### config.mk
export PLATFORM = sky130hd
export DESIGN_NAME = mux4_rr_arbiter
export DESIGN_NICKNAME = d
export VERILOG_FILES = /design/src/rtl/mux4_rr_arbiter.sv
export SDC_FILE = /design/constraint.sdc
export NUM_CORES = 1
export LEC_CHECK = 0
export BUFFER_PORTS_ARGS = -buffer_cell sky130_fd_sc_hd__buf_2
export CAP_MARGIN = 25
export CORE_UTILIZATION = 46
export CTS_BUF_LIST = sky130_fd_sc_hd__clkbuf_8
export CTS_CLUSTER_SIZE = 40
export DETAILED_ROUTE_END_ITERATION = 6
export PLACE_DENSITY = 0.87
export SETUP_SLACK_MARGIN = 0.05
export SKIP_CTS_REPAIR_TIMING = 1
export SLEW_MARGIN = 20
export SYNTH_ARGS = -nofsm -noshare
export SYNTH_HDL_FRONTEND = slang
export SYNTH_SLANG_ARGS = --single-unit
### constraint.sdc
create_clock -name i_clk -period 5.53 [get_ports i_clk]
set_input_delay 0.553 -clock i_clk [delete_from_list [all_inputs] [get_ports i_clk]]
set_output_delay 0.553 -clock i_clk [all_outputs]
set_load 0.02 [all_outputs]
### src/rtl/mux4_rr_arbiter.sv
// ---------------------------------------------------------------------------
// mux4_rr_arbiter
//   Round-robin arbiter sharing one WIDTH-bit 4:1 mux path among four
//   valid/ready requesters. The winning word is registered onto a single
//   valid/ready output port. o_sel is the mux select of the last grant.
//
// Ports
//   i_clk        clock, all state updates on posedge
//   i_reset      synchronous active-high reset
//   i_req_valid  per-requester valid
//   i_req_data0..3  per-requester data
//   o_req_ready  one-hot or zero, combinational, ready to the winner
//   o_out_valid  o_out_data holds an unconsumed word
//   o_out_data   registered data of the last granted requester
//   i_out_ready  consumer accepts o_out_data when o_out_valid & i_out_ready
//   o_sel        index of the last granted requester
//   o_grant      one-hot of o_sel while o_out_valid, else zero
// ---------------------------------------------------------------------------
module mux4_rr_arbiter #(
    parameter int unsigned WIDTH = 8
) (
    input  logic             i_clk,
    input  logic             i_reset,
    input  logic [3:0]       i_req_valid,
    input  logic [WIDTH-1:0] i_req_data0,
    input  logic [WIDTH-1:0] i_req_data1,
    input  logic [WIDTH-1:0] i_req_data2,
    input  logic [WIDTH-1:0] i_req_data3,
    output logic [3:0]       o_req_ready,
    output logic             o_out_valid,
    output logic [WIDTH-1:0] o_out_data,
    input  logic             i_out_ready,
    output logic [1:0]       o_sel,
    output logic [3:0]       o_grant
);

    logic             r_out_valid;
    logic [1:0]       r_ptr;
    logic [WIDTH-1:0] r_out_data;
    logic [1:0]       r_sel;

    logic             w_accept;
    logic             w_any;
    logic             w_take;
    logic [1:0]       w_win;
    logic [WIDTH-1:0] w_win_data;

    // Slot is free, or its current word drains this very cycle.
    assign w_accept = ~r_out_valid | i_out_ready;
    assign w_any    = |i_req_valid;
    assign w_take   = w_accept & w_any & ~i_reset;

    // First valid requester scanning from the priority pointer, wrapping mod 4.
    always_comb begin
        logic       found;
        logic [1:0] idx;
        w_win = r_ptr;
        found = 1'b0;
        idx   = 2'd0;
        for (int k = 0; k < 4; k++) begin
            idx = r_ptr + 2'(k);
            if (!found && i_req_valid[idx]) begin
                w_win = idx;
                found = 1'b1;
            end
        end
    end

    always_comb begin
        w_win_data = '0;
        unique case (w_win)
            2'd0: w_win_data = i_req_data0;
            2'd1: w_win_data = i_req_data1;
            2'd2: w_win_data = i_req_data2;
            2'd3: w_win_data = i_req_data3;
            default: w_win_data = '0;
        endcase
    end

    always_comb begin
        o_req_ready = 4'b0000;
        if (w_take) begin
            o_req_ready[w_win] = 1'b1;
        end
    end

    always_ff @(posedge i_clk) begin
        if (i_reset) begin
            r_out_valid <= 1'b0;
            r_ptr       <= 2'd0;
            r_out_data  <= '0;
            r_sel       <= 2'd0;
        end else if (w_take) begin
            r_out_valid <= 1'b1;
            r_out_data  <= w_win_data;
            r_sel       <= w_win;
            r_ptr       <= w_win + 2'd1;
        end else if (r_out_valid && i_out_ready) begin
            // Drained with nothing new to load; data and select hold.
            r_out_valid <= 1'b0;
        end
    end

    assign o_out_valid = r_out_valid;
    assign o_out_data  = r_out_data;
    assign o_sel       = r_sel;

    always_comb begin
        o_grant = 4'b0000;
        if (r_out_valid) begin
            o_grant[r_sel] = 1'b1;
        end
    end

endmodule

==> impl_metrics.env <==
export IMPL_status="finished clean"
export IMPL_power_density_nw_per_um2=286
export IMPL_ys_ff_latch=13
export IMPL_fin_skew_ns=0.00723
export IMPL_cts_max_level=1
export IMPL_synth_top_family_by_area="simple AND/OR/NAND/NOR gates"
export IMPL_die_area_sq_um=2030
export IMPL_cts_root_buf="clkbuf_8"
export IMPL_port_buffers=57
export IMPL_max_freq_mhz=373
export IMPL_start_kind="input pin"
export IMPL_cpMostUsedCell="buf_2"
export IMPL_synth_top_area_cell="dfxtp_1"
export IMPL_cp_num_buf_inv=3
export IMPL_synth_top_area_share_pct=30.5
export IMPL_layout_drive_gt1_share_pct=39.4
export IMPL_synth_fp_nets=150
export IMPL_route_met2_wl_mm=1.13
export IMPL_clkTransAtPathRegs_ns=0.05
export IMPL_insertion_delay_ns=0.25
export IMPL_start_util_pct=49.5
export IMPL_arrival_ns=2.13
export IMPL_die_w_microns=45.1
export IMPL_drtIter0Drc=52
export IMPL_syn_area_sq_um=855
export IMPL_crit_slowest_cell="o211ai_1"
export IMPL_relSlewSlack_pct=59.7
export IMPL_syn_area_per_cell_sq_um=8.06
export IMPL_layout_setup_ws_ns=2.85
export IMPL_wl_met1_microns=971
export IMPL_finalCritPeriodShare_pct=48.5
export IMPL_hold_slack_ns=0.473
export IMPL_report_final_slew_viol_count=0
export IMPL_grt_overflow=0
export IMPL_cap_violations=0
export IMPL_fin_nets=205
export IMPL_cpPeakStageDelay_ns=0.41
export IMPL_routed_wl_mm=2.27
export IMPL_grt_pass1_vias=820
export IMPL_grtUsageTotal_pct=22.8
export IMPL_yosysSeqAreaShare_pct=30.5
export IMPL_required_ns=4.98
export IMPL_hold_path_class="register to register"
export IMPL_yosys_area_share_adder_pct=7.32
export IMPL_io_pins=58
export IMPL_yosys_area_share_simple_pct=28.3
export IMPL_hold_viol_final=0
export IMPL_gp_congestion=0.703
export IMPL_tns_ns=0
export IMPL_met3RoutedLength_microns=139
export IMPL_intPower_mw=0.212
export IMPL_topRoutingLayerUsed="met4"
export IMPL_critPathTopFamily="compound AO/OA/AOI/OAI gates"
export IMPL_fin_crit_ns=2.68
export IMPL_rows=15
export IMPL_power_frac_comb_pct=39.4
export IMPL_pre_cts_ws_ns=2.84
export IMPL_sequentialPowerShare_pct=35.4
export IMPL_synth_compound_area_share_pct=27.4
export IMPL_fillerInstances=168
export IMPL_yosysUniqueCellTypes=27
export IMPL_path_max_fanout=9
export IMPL_syn_to_final_growth_pct=37.9
export IMPL_grt_max_degree=23
export IMPL_cp_end_kind="output pin"
export IMPL_dp_hpwl_mm=1.76
export IMPL_tightest_slew_ns=0.600
export IMPL_via_per_inst=5.36
export IMPL_rsz0062_at_grt="false"
export IMPL_core_sq_um=1730
export IMPL_finalSetupViolations=0
export IMPL_cts_tree="yes"
export IMPL_wl_per_cell_microns=12.3
export IMPL_drc=0
export IMPL_num_vias=991
export IMPL_p_leak_nw=0.601
export IMPL_cts_sinks=13
export IMPL_dieHeight_microns=45.1
export IMPL_power_share_switching_pct=37.2
export IMPL_vdd_drop_max_v=0.000137
export IMPL_synth_xor_xnor_area_share_pct=0
export IMPL_fin_util_pct=68.3
export IMPL_antenna_found_initial=0
export IMPL_n_antenna_cell=0
export IMPL_cts_buffers=3
export IMPL_path_class="input pin to output pin"
export IMPL_yosysWarnings=0
export IMPL_p_switching_mw=0.125
export IMPL_pwr_share_clk_pct=25.2
export IMPL_drtAntennaViolNets=0
export IMPL_path_cells="buf_2 > nor2b_1 > a21oi_1 > o211ai_1 > inv_1 > ha_1 > and2_1 > buf_2"
export IMPL_grt_first_pass_wirelength_mm=3.33
export IMPL_cts_buffer_depth=2
export IMPL_synth_cells=106
export IMPL_yosys_top_cells_area="dfxtp_1 30%, a222oi_1 9.4%, nand3b_1 8.8%, ha_1 7.3%, o21ai_0 6.4%"
export IMPL_synth_mux_area_share_pct=0
export IMPL_drtPass1Iterations=4
==> worst paths after layout <==
path         cells past startpoint           start             end  slack [ns]
min                              2   o_out_data[5]   o_out_data[5]        0.47
max                              8  i_req_valid[0]  o_req_ready[3]        2.85
min reg2reg                      2   o_out_data[5]   o_out_data[5]        0.47
max reg2reg                      9        r_ptr[1]   o_out_data[0]        3.23
==> kinds of logic (layout without fill, tap and decap cells) <==
kind of cell               Yosys count  after routing
and+or+nand+nor                     40             40
buffers and inverters               12             66
adders and majority gates            5              5
AOI/OAI and AO/OA                   36             36
DFF                                 13             13
==> synth_stat cells <==
library cell	n
ha_1	5
buf_6	1
o21a_1	1
clkbuf_1	5
a222oi_1	8
and2_1	4
and3b_1	1
o21ai_1	10
o31a_1	1
nor3_1	1
nor2b_1	5
inv_1	5
nor2_1	4
dfxtp_1	13
a21oi_1	2
nor3b_1	1
a211oi_1	1
or3_4	1
nand2_1	10
or2_2	1
nor4_2	1
o21ai_0	11
and3_1	1
o31ai_1	1
buf_4	1
nand3b_1	10
o211ai_1	1
==> through the flow <==
stage | total power, mW | cells | area, sq um
2_1_floorplan | 0.208 | 106 | 855
3_3_place_gp | 0.247 | 181 | 1130
3_5_place_dp | 0.253 | 181 | 1130
4_1_cts | 0.337 | 185 | 1180
5_1_grt | 0.358 | 185 | 1180
6_report | 0.337 | 185 | 1180
==> layout by cell type, fill, tap and decap left out, drive strengths merged, types with 4 or more instances in the layout <==
cell	count
o21ai	21
dfxtp	13
a222oi	8
inv	6
nor2b	5
buf	57
nor2	4
nand2	10
nand3b	10
and2	4
ha	5
==> worst min-delay path: cells and delay by family (launching register included) <==
kind,cells,cell delay [ns]
AOI/OAI and AO/OA,1,0.06
DFF,1,0.30
and+or+nand+nor,1,0.07
==> power groups by stage <==
| stage | Clock (mW) | Combinational, mW | Sequential, mW |
|---|---|---|---|
| floorplan | 0 | 0.0712 | 0.137 |
| global placement | 0 | 0.127 | 0.120 |
| detailed placement | 0 | 0.131 | 0.121 |
| CTS | 0.0851 | 0.132 | 0.119 |
| global route | 0.0899 | 0.146 | 0.121 |
| finish | 0.0849 | 0.133 | 0.119 |
==> routing by layer <==
metal  up-vias  track usage [%]
li1        498                -
met1       437             26.8
met2        51             38.6
met3         5             4.80
met4         0             12.1
met5         -                0
==> cell type report <==
| type | instances | area [sq um] | share of cell area (%) |
|---|---|---|---|
| clock buffer | 3 | 41.3 | 3.50 |
| tap | 25 | 31.3 | 2.65 |
| inverter | 5 | 18.8 | 1.59 |
| sequential | 13 | 260 | 22.1 |
| timing repair buffer | 57 | 285 | 24.2 |
| multi-input combinational | 81 | 538 | 45.6 |
| clock inverter | 1 | 3.75 | 0.318 |
==> state kept, by name (all words and copies together), names as in the netlist <==
signal and flops:
o_sel 2, o_out_data 8, r_ptr 2, o_out_valid 1
(Power assumes the default switching activity.)
